`src/rtl/clk_div_bank.sv`:
```
// clk_div_bank: bank of NUM_CH programmable integer clock dividers sharing clock I.
//
// Ports:
//   I        single clock; state updates on its rising edge (N=1 gate on falling edge)
//   CLR_N    asynchronous active-low reset
//   CE       per-channel run enable, asynchronous to I, synchronised internally
//   ALIGN    synchronous phase restart of all running channels
//   DIV_WE   divisor write strobe, DIV_SEL selects the channel, DIV_VAL the value
//   O        divided clock outputs (registered, or I gated for a divisor of 1)
//   TC       high during the last cycle of each period
//   RUN      channel-running status
//   DIV_ACK  one-cycle pulse when a pending divisor takes effect
module clk_div_bank #(
    parameter int unsigned NUM_CH         = 4,
    parameter int unsigned DIV_WIDTH      = 8,
    parameter int unsigned DEFAULT_DIV    = 2,
    parameter int unsigned CE_SYNC_STAGES = 2,
    localparam int unsigned SEL_W         = (NUM_CH > 1) ? $clog2(NUM_CH) : 1
) (
    input  logic                 I,
    input  logic                 CLR_N,
    input  logic [NUM_CH-1:0]    CE,
    input  logic                 ALIGN,
    input  logic                 DIV_WE,
    input  logic [SEL_W-1:0]     DIV_SEL,
    input  logic [DIV_WIDTH-1:0] DIV_VAL,
    output logic [NUM_CH-1:0]    O,
    output logic [NUM_CH-1:0]    TC,
    output logic [NUM_CH-1:0]    RUN,
    output logic [NUM_CH-1:0]    DIV_ACK
);

    localparam int unsigned NSYNC = CE_SYNC_STAGES + 1;
    localparam logic [DIV_WIDTH-1:0] ONE = DIV_WIDTH'(1);
    localparam logic [DIV_WIDTH-1:0] DEF_DIV =
        (DEFAULT_DIV == 0) ? ONE : DIV_WIDTH'(DEFAULT_DIV);

    // CE synchroniser: stage NSYNC-1 is the value the channels act on.
    logic [NUM_CH-1:0] sync_q [NSYNC];
    logic [NUM_CH-1:0] sync_d [NSYNC];
    logic [NUM_CH-1:0] ce_s;

    always_comb begin
        sync_d[0] = CE;
        for (int k = 1; k < int'(NSYNC); k++) begin
            sync_d[k] = sync_q[k-1];
        end
    end

    always_ff @(posedge I or negedge CLR_N) begin
        if (!CLR_N) begin
            for (int k = 0; k < int'(NSYNC); k++) begin
                sync_q[k] <= '0;
            end
        end else begin
            for (int k = 0; k < int'(NSYNC); k++) begin
                sync_q[k] <= sync_d[k];
            end
        end
    end

    assign ce_s = sync_q[NSYNC-1];

    // Per-channel state.
    logic [DIV_WIDTH-1:0] n_q   [NUM_CH];
    logic [DIV_WIDTH-1:0] n_d   [NUM_CH];
    logic [DIV_WIDTH-1:0] p_q   [NUM_CH];
    logic [DIV_WIDTH-1:0] p_d   [NUM_CH];
    logic [DIV_WIDTH-1:0] cnt_q [NUM_CH];
    logic [DIV_WIDTH-1:0] cnt_d [NUM_CH];
    logic [NUM_CH-1:0]    pend_q, pend_d;
    logic [NUM_CH-1:0]    run_q,  run_d;
    logic [NUM_CH-1:0]    o_q,    o_d;
    logic [NUM_CH-1:0]    ack_q,  ack_d;
    logic [NUM_CH-1:0]    g_q;

    logic [DIV_WIDTH-1:0] wr_val;
    assign wr_val = (DIV_VAL == '0) ? ONE : DIV_VAL;

    always_comb begin
        logic                 wr_hit;
        logic                 pend_v;
        logic [DIV_WIDTH-1:0] pval_v;
        logic                 wrap;
        logic                 apply;
        logic [DIV_WIDTH:0]   half;

        pend_d = pend_q;
        run_d  = run_q;
        o_d    = o_q;
        ack_d  = '0;
        wr_hit = 1'b0;
        pend_v = 1'b0;
        pval_v = '0;
        wrap   = 1'b0;
        apply  = 1'b0;
        half   = '0;
        for (int c = 0; c < int'(NUM_CH); c++) begin
            // A write landing on the apply edge is folded in, so the newest value wins.
            wr_hit = DIV_WE && (DIV_SEL == SEL_W'(c));
            pend_v = pend_q[c] | wr_hit;
            pval_v = wr_hit ? wr_val : p_q[c];
            wrap   = (cnt_q[c] == n_q[c] - ONE);
            half   = ({1'b0, n_q[c]} + 1'b1) >> 1;
            apply  = 1'b0;

            n_d[c]    = n_q[c];
            p_d[c]    = pval_v;
            pend_d[c] = pend_v;
            cnt_d[c]  = cnt_q[c];

            if (!run_q[c]) begin
                apply    = 1'b1;
                cnt_d[c] = '0;
                run_d[c] = ce_s[c];
                o_d[c]   = ce_s[c];
            end else if (ALIGN) begin
                // Restart takes precedence over wrap and over a pending stop.
                apply    = 1'b1;
                cnt_d[c] = '0;
                o_d[c]   = 1'b1;
            end else if (wrap) begin
                apply    = 1'b1;
                cnt_d[c] = '0;
                run_d[c] = ce_s[c];
                o_d[c]   = ce_s[c];
            end else begin
                cnt_d[c] = cnt_q[c] + ONE;
                o_d[c]   = ({1'b0, cnt_d[c]} < half);
            end

            if (apply && pend_v) begin
                n_d[c]    = pval_v;
                pend_d[c] = 1'b0;
                ack_d[c]  = 1'b1;
            end
        end
    end

    always_ff @(posedge I or negedge CLR_N) begin
        if (!CLR_N) begin
            for (int c = 0; c < int'(NUM_CH); c++) begin
                n_q[c]   <= DEF_DIV;
                p_q[c]   <= DEF_DIV;
                cnt_q[c] <= '0;
            end
            pend_q <= '0;
            run_q  <= '0;
            o_q    <= '0;
            ack_q  <= '0;
        end else begin
            for (int c = 0; c < int'(NUM_CH); c++) begin
                n_q[c]   <= n_d[c];
                p_q[c]   <= p_d[c];
                cnt_q[c] <= cnt_d[c];
            end
            pend_q <= pend_d;
            run_q  <= run_d;
            o_q    <= o_d;
            ack_q  <= ack_d;
        end
    end

    // Gate for divide-by-1: sampled while I is low so I AND g never chops a pulse.
    always_ff @(negedge I or negedge CLR_N) begin
        if (!CLR_N) begin
            g_q <= '0;
        end else begin
            g_q <= run_q;
        end
    end

    always_comb begin
        O  = '0;
        TC = '0;
        for (int c = 0; c < int'(NUM_CH); c++) begin
            O[c]  = (n_q[c] == ONE) ? (I & g_q[c]) : o_q[c];
            TC[c] = run_q[c] & (cnt_q[c] == n_q[c] - ONE);
        end
    end

    assign RUN     = run_q;
    assign DIV_ACK = ack_q;

endmodule
```
`config.mk`:
```
export PLATFORM = sky130hd
export DESIGN_NAME = clk_div_bank
export DESIGN_NICKNAME = d
export VERILOG_FILES = /design/src/rtl/clk_div_bank.sv
export SDC_FILE = /design/constraint.sdc
export NUM_CORES = 1
export LEC_CHECK = 0
export CAP_MARGIN = 20
export CORE_ASPECT_RATIO = 0.75
export CORE_MARGIN = 8
export CORE_UTILIZATION = 35
export DETAILED_ROUTE_END_ITERATION = 7
export GPL_TIMING_DRIVEN = 0
export PLACE_DENSITY = 0.48
export SLEW_MARGIN = 20
export SYNTH_ARGS = -nofsm -noshare
export SYNTH_HDL_FRONTEND = slang
export SYNTH_SLANG_ARGS = --single-unit
```
`constraint.sdc`:
```
create_clock -name I -period 6.1 [get_ports I]
set_input_delay 1.22 -clock I [delete_from_list [all_inputs] [get_ports I]]
set_output_delay 1.22 -clock I [all_outputs]
set_load 0.02 [all_outputs]
```
==> results of run 1 <==
## registers in the layout, summed over array words and instances (netlist names)
name     cells
pend_q       4
DIV_ACK      4
RUN          4
ce_s         4
g_q          4
cnt_q       32
n_q         32
sync_d       8
p_q         32
o_q          4
## where the power goes
part	total (mW)	switching (mW)	internal (mW)
sequential	1.18	0.141	1.04
clock	1.15	0.451	0.704
combinational	1.26	0.681	0.580
total	3.59	1.27	2.32
## logic make-up (layout without fill, tap and decap cells)
family | count (synthesis) | after routing | synth area share (%)
XOR/XNOR | 87 | 87 | 11.0
buffers and inverters | 48 | 119 | 2.75
multiplexers | 60 | 60 | 9.59
AND/OR/NAND/NOR | 212 | 212 | 15.6
adder cells (fa/ha/maj) | 44 | 44 | 7.81
AO/OA/AOI/OAI | 75 | 75 | 7.70
flip-flops | 128 | 128 | 45.6
## layer usage
metal / part of all wire [%] / vias up
li1: - / 2394
met2: 42 / 85
met4: 2.2 / 0
met1: 52 / 2399
met5: 0 / -
met3: 4.4 / 27
## worst max-delay path by stage
stage | startpoint | end | slack [ps] | cells after the start
2_1_floorplan | g_q[0] | O[0] | 880 | 2
3_3_place_gp | CLR_N | g_q[2] | -4130 | 1
3_5_place_dp | g_q[0] | O[0] | 630 | 3
4_1_cts | g_q[1] | O[1] | 50 | 3
5_1_grt | g_q[1] | O[1] | 40 | 3
6_report | g_q[1] | O[1] | 100 | 3
## critical path: stages (launching register included)
cell             delay (ps)
dfrtn_1                 380
nand2_1                  50
o21ai_0                 150
clkdlybuf4s50_1         640
## cell type report
cell class,instances,area [um^2]
sequential,128,3210
clock inverter,12,110
fill,1893,11600
clock buffer,29,592
timing repair buffer,30,323
inverter,21,78.8
tap,258,323
buffer,27,115
multi-input combinational,478,3640
## placed cells by master, fill, tap and decap left out, types with 4 or more instances in the layout
cell type	Yosys	layout
ha_1	44	44
mux2_2	60	60
dfrtn_1	4	4
nor4_1	5	5
xnor2_1	48	48
nor3_1	13	13
xor2_1	38	38
clkdlybuf4s50_1	0	30
nor2b_1	23	23
dfrtp_1	116	116
clkinvlp_4	0	4
nand3_1	42	42
and3_1	12	12
clkbuf_16	0	21
inv_1	21	21
or3_1	5	5
dfstp_2	8	8
a21oi_1	21	21
o21a_1	5	5
nor2_1	37	37
clkbuf_1	23	26
o21ai_0	15	15
and2_1	5	5
nand2_1	42	42
nand4_1	4	4
nor3b_1	4	4
## repair_timing
item / CTS / global route
pin swaps: 0 / 0
buffers inserted: 0 / 0
hold buffers: 0 / 0
setup endpoints to repair: 2 / 2
gates resized for setup: 1 / 1
==> flow_summary.toml, run 1 <==
[place]
place_ws_ps = 626
placed_area_mm2 = 0.00773
dp.cells = 946
place_hpwl_um = 10900
gp_congestion = 0.809
portBuffers = 33

[worst_hold_path]
hold_class = "flip-flop to flip-flop"
whs_endpoint = "sync_d[3]"
worstHoldStart = "sync_d[7]"
min_path_cells = 0

[worst_setup_path]
worst_setup_path_start_kind = "flip-flop"
path_class = "flip-flop to primary output"
cp.arrival_ps = 4780
path_max_fanout = 1
cp_data_required_time_ps = 4880
end_kind = "primary output"
reg2reg_from = "RUN[0]"
rrSetupSlack_ps = 2390
r2r_cells = 0
r2r-end = "g_q[0]"

[timing]
fin_worst_skew_ps = 7.63
fin_ws_ps = 96.7
finalHoldViolations = 0
relSlewSlack_pct = 57.8
setup_viol = 0
grt_setup_unrepaired = "false"
tightestPinTransition_ps = 629
setup_tns_ps = 0
drv_slew = 0
worst_hold_slack_ps = 347

[synthesis]
synthTopCellsByCount = "dfrtp_1 (116), mux2_2 (60), xnor2_1 (48)"
synth_top_area_cell = "dfrtp_1"
synth-seq-cells = 128
synth_fp_nets = 716
synth.area.top_cells = "dfrtp_1 (41%), mux2_2 (9.6%), ha_1 (7.8%)"
syn_inst = 654
synth_edf_count = 0
synthFlopType = "dfrtp_1"
yosysWarnings = 0
yosysMostFrequentCell = "dfrtp_1"
syn_avg_cell_area_um2 = 10.8
synth_top_area_share_pct = 41.2
synthArstFlopShare_pct = 100
yosysUniqueCellTypes = 59
synth_area_mm2 = 0.00705
ys_seq_area_share_pct = 45.6

[run_status]
status = "completed"

[route]
drt_iter0_markers = 364
drc = 0
avgRoutedWirePerCell_um = 15.7
vias = 4905
viasPerCell = 4.99
routed_wl_um = 15400
drtAntennaViolNets = 0
dr.pass1.iters = 6

[run]
max_cap_violations = 0

[clock_network]
clk_latency_ps = 530
clk_pin_slew_ps = 60
cts_tree = "built"

[power_and_ir_drop]
ir_worst_vdd_uv = 163
total_power_mw = 3.59
p_leak_nw = 3.64
powerDensity_mw_per_mm2 = 428

[die]
row_count = 45
io_pins = 34
die_w_um = 180
floorplan.initialDensity_pct = 35.3
die_h_um = 139
placeableCoreArea_mm2 = 0.0200
die_area_mm2 = 0.0250

[cells_and_area]
final_cell_area_mm2 = 0.00840
diodes = 0
fin_cells = 983
post-route-util_pct = 42.0
num-nets-final = 773
drive_gt1_share_pct = 16.1
area.growth.synth_to_final_pct = 19.1

[global_routing]
grt_max_degree = 66
busiest_layer = "met2"
antenna_found_initial = 0
track_usage_pct = 13.0
grt_pass1_wl_um = 25900
grt_pass1_vias = 5033
grt_use_met1_pct = 17.7
use_met2_pct = 17.9
gr-total-overflow = 0
grtUsageMet3_pct = 4.01
Power figures use the tool's default switching activity.
==> run 2: changes to the inputs <==
Settings changed: DONT_BUFFER_PORTS set to 1, PLACE_DENSITY 0.48 to 0.46, SLEW_MARGIN 20 to 30.
==> run 2 against run 1 <==
Combinational power down 4%. Critical path depth decreased by 1. Critical endpoint is now O[0]. Final cell count shrank 3.5%. Worst setup slack better by 160 ps. Global-route usage down 0.11 points. Count of clock-buffer cells in the layout down 7. Sequential power is essentially flat. Wire length decreased by 0.44%. Clock skew rose by 0.55 ps. First-iteration DRC count fell by 16%.
==> flow_summary.toml, run 2 (synthesis gave the netlist of run 1 again) <==
[die]
die_h_um = 139
placeableCoreArea_mm2 = 0.0200
die_area_mm2 = 0.0250
row_count = 45
die_w_um = 180
floorplan.initialDensity_pct = 35.3
io_pins = 34

[global_routing]
antenna_found_initial = 0
grt_pass1_wl_um = 25500
gr-total-overflow = 0
grt_pass1_vias = 4873
grt_max_degree = 129
track_usage_pct = 12.9

[power_and_ir_drop]
ir_worst_vdd_uv = 206
p_leak_nw = 3.50
clkPwrFrac_pct = 32.5
internal_power_mw = 2.28
powerDensity_mw_per_mm2 = 440
combPwrFrac_pct = 34.2
net-switching-power_mw = 1.26
p_sw_share_pct = 35.6
power_frac_seq_pct = 33.3

[worst_setup_path]
path_cells = "nand2_1 > o31ai_1"
cp_data_required_time_ps = 4880
end_kind = "primary output"
path_max_fanout = 1
cp.arrival_ps = 4630
path_class = "flip-flop to primary output"
r2r_cells = 0
cp_slowest_cell = "o31ai_1"
worst_setup_path_start_kind = "flip-flop"
cpPeakStageDelay_ps = 610

[timing]
fin_worst_skew_ps = 8.18
tightestPinTransition_ps = 750
fin_ws_ps = 252
setup_tns_ps = 0
finalHoldViolations = 0
relSlewSlack_pct = 49.6
setup_viol = 0
worst_hold_slack_ps = 350
grt_setup_unrepaired = "false"
drv_slew = 0

[run]
max_cap_violations = 0

[place]
portBuffers = 0
place_hpwl_um = 10800
dp.cells = 912
place_ws_ps = 866
gp_congestion = 0.809

[route]
routed_wl_um = 15300
viasPerCell = 4.98
dr.pass1.iters = 4
drc = 0
vias = 4729
drtAntennaViolNets = 0
drt_iter0_markers = 306
avgRoutedWirePerCell_um = 16.2

[clock_network]
clk_latency_ps = 530
post_cts_buffers = 0
cts_tree = "built"
cts-resized-gates = 0
clk_pin_slew_ps = 60
holdBufCountCts = 0

[run_status]
status = "completed"

[cells_and_area]
top_regs = "cnt_q x32, n_q x32, p_q x32"
final_cell_mix = "dfrtp_1 (116), mux2_2 (60), xnor2_1 (48)"
diodes = 0
drive_gt1_share_pct = 16.9
num-nets-final = 739
fin_cells = 949
mostFrequentLayoutCell = "dfrtp_1"
area.growth.synth_to_final_pct = 14.0

[worst_hold_path]
hold_class = "flip-flop to flip-flop"
min_path_cells = 0
[run 2: cell types whose count changed in the layout (fill, tap and decap cells not counted), sizes merged]
cell / change
clkdlybuf4s50: -30
clkbuf: -3
clkinv: +3
buf: -2
clkinvlp: -1
dlygate4sd2: -1
dlymetal6s2s: -1
inv: +1
[run 2: cell type report]
type,instances,area (um^2)
clock buffer,22,529
sequential,128,3210
inverter,21,78.8
buffer,27,115
fill,1899,12000
tap,258,323
multi-input combinational,478,3640
clock inverter,15,138
[run 2: worst max-delay path: cells and delay by family, from the launching register on]
| kind | cells | cell delay (ps) |
|---|---|---|
| compound gates | 1 | 610 |
| flops | 1 | 380 |
| simple gates | 1 | 50 |
[run 2: path summary, 6_finish.rpt]
kind                           start   endpoint  slack, ps
max                           g_q[0]       O[0]        250
min                        sync_d[3]    ce_s[3]        350
max reg2reg                   RUN[0]     g_q[0]       2280
min reg2reg                sync_d[3]    ce_s[3]        350
max in group asynchronous      CLR_N     g_q[2]       2600
min in group asynchronous      CLR_N  cnt_q[21]        390
[run 2: metal layers]
metal  share of wire (%)  vias to the layer above  routed length, um  global-route usage [%]
met3                 4.9                       27                754                    4.19
met5                   0                        -                  0                       0
met4                 2.2                        0                342                    6.74
met2                  41                       74               6330                    17.6
met1                  52                     2304               7900                    17.7
li1                    -                     2324                  -                       -
[run 2: power by group through the flow]
stage	Sequential [mW]	Clock, mW	Combinational, mW
after global placement	1.19	0.0223	1.18
final	1.18	1.15	1.21
after global routing	1.21	1.23	1.37
after floorplan	1.15	0.0223	0.983
after detailed placement	1.20	0.0222	1.20
after CTS	1.18	1.19	1.22
[run 2: per-stage QoR]
| stage | power (mW) | utilization, % | cell area (um^2) |
|---|---|---|---|
| floorplan | 2.16 | - | 7050 |
| global placement | 2.39 | 36.9 | 7370 |
| detailed placement | 2.42 | 36.9 | 7370 |
| CTS | 3.59 | 40.2 | 8040 |
| global route | 3.81 | 40.2 | 8040 |
| finish | 3.54 | 40.2 | 8040 |
==> run 3: changes to the inputs <==
Settings changed: SETUP_SLACK_MARGIN set to 0.5.
==> run 3 against run 2 <==
Flip-flop and latch count unchanged. Design area increased by 0.31%. Critical endpoint unchanged. Die area did not move. Non-clock buffer count did not move. Core utilization rose by 0.13 points. Largest cell class unchanged. Clock power hardly changed. Wire length barely moved. Critical path type unchanged. Clock skew barely moved. Via count up 0.15%.
==> flow_summary.toml, run 3 (synthesis gave the netlist of run 1 again) <==
[run_status]
status = "completed"

[die]
die_h_um = 139
row_count = 45
die_area_mm2 = 0.0250
die_w_um = 180
io_pins = 34
floorplan.initialDensity_pct = 35.3
placeableCoreArea_mm2 = 0.0200

[clock_network]
clk_pin_slew_ps = 60
clk_latency_ps = 530
cts_tree = "built"
post_cts_buffers = 0

[route]
avgRoutedWirePerCell_um = 16.2
dr.pass1.iters = 4
drtAntennaViolNets = 0
viasPerCell = 4.99
drc = 0
drt_iter0_markers = 288
vias = 4736
routed_wl_um = 15300

[timing]
fin_worst_skew_ps = 8.28
tightestPinTransition_ps = 690
setup_tns_ps = 0
grt_setup_unrepaired = "true"
relSlewSlack_pct = 52.8
finalHoldViolations = 0
setup_viol = 0
drv_slew = 0

[worst_setup_path]
rrSetupSlack_ps = 2280
cp_top_family = "flip-flops"
cp.arrival_ps = 4340
worst_setup_path_start_kind = "flip-flop"
path_cells = "nand2_1 > o31ai_4"
cp_data_required_time_ps = 4880
end_kind = "primary output"
cpPeakStageDelay_ps = 380
path_class = "flip-flop to primary output"
path_buf_inv = 0
path_max_fanout = 1
cp_slowest_cell = "dfrtn_1"

[place]
place_hpwl_um = 10800
dp.cells = 912
gp_congestion = 0.809
portBuffers = 0

[global_routing]
track_usage_pct = 12.9
grt_max_degree = 129
grt_pass1_vias = 4881
gr-total-overflow = 0
grt_pass1_wl_um = 25500
antenna_found_initial = 0

[cells_and_area]
regArea_mm2 = 0.00321
area.growth.synth_to_final_pct = 14.4
diodes = 0
num-nets-final = 739
final_cell_mix = "dfrtp_1 (116), mux2_2 (60), xnor2_1 (48)"
multiInputGateArea_mm2 = 0.00367
fin_cells = 949
mostFrequentLayoutCell = "dfrtp_1"
fillCellCount = 1899
top_regs = "cnt_q x32, n_q x32, p_q x32"
drive_gt1_share_pct = 17.5

[run]
max_cap_violations = 0

[power_and_ir_drop]
clkPwrFrac_pct = 32.7
p_sw_share_pct = 35.8
p_leak_nw = 3.50
combPwrFrac_pct = 34.1
net-switching-power_mw = 1.27
powerDensity_mw_per_mm2 = 441
ir_worst_vdd_uv = 206
internal_power_mw = 2.28
power_frac_seq_pct = 33.2

[worst_hold_path]
hold_class = "flip-flop to flip-flop"
-- run 3: layout make-up --
type                            count  area share [%]
Buffer                             27            1.43
Clock buffer                       22            6.56
Clock inverter                     15            1.71
Inverter                           21           0.978
Multi-Input combinational cell    478            45.5
Sequential cell                   128            39.9
Tap cell                          258            4.00
-- run 3: repair_timing --
action | CTS | global route
hold buffers | 0 | 0
hold endpoints to repair | 0 | 0
setup endpoints to repair | 8 | 2
resized for setup | 8 | 0
pin swaps | 0 | 0
-- run 3: final timing paths --
path	to	cells after the start	from
max in group asynchronous	g_q[2]	0	CLR_N
worst min register to register	ce_s[3]	0	sync_d[3]
worst min-delay path	ce_s[3]	0	sync_d[3]
worst max-delay path	O[0]	2	g_q[0]
min in group asynchronous	cnt_q[21]	0	CLR_N
worst max register to register	g_q[0]	0	RUN[0]
-- run 3: power groups by stage --
stage | logic, mW | registers [mW] | clock network (mW)
final | 1.21 | 1.18 | 1.16
after floorplan | 0.983 | 1.15 | 0.0223
after detailed placement | 1.20 | 1.20 | 0.0222
after global routing | 1.37 | 1.21 | 1.24
after global placement | 1.18 | 1.19 | 0.0223
after CTS | 1.22 | 1.18 | 1.20
-- run 3: metrics by stage --
stage	power, mW	hold slack, ps	area [um^2]	setup WS (ps)	utilization [%]
2_1_floorplan	2.16	331	7050	875	-
3_3_place_gp	2.39	337	7370	874	36.9
3_5_place_dp	2.42	337	7370	866	36.9
4_1_cts	3.61	353	8060	483	40.3
5_1_grt	3.82	353	8060	477	40.3
6_report	3.56	350	8060	535	40.3
-- run 3: metal layers --
metal  track usage, %  vias to the layer above  part of all wire, %
li1                 -                     2324                    -
met5                0                        -                    0
met3             4.19                       27                  4.9
met2             17.6                       73                   41
met4             6.74                        0                  2.3
met1             17.7                     2312                   52
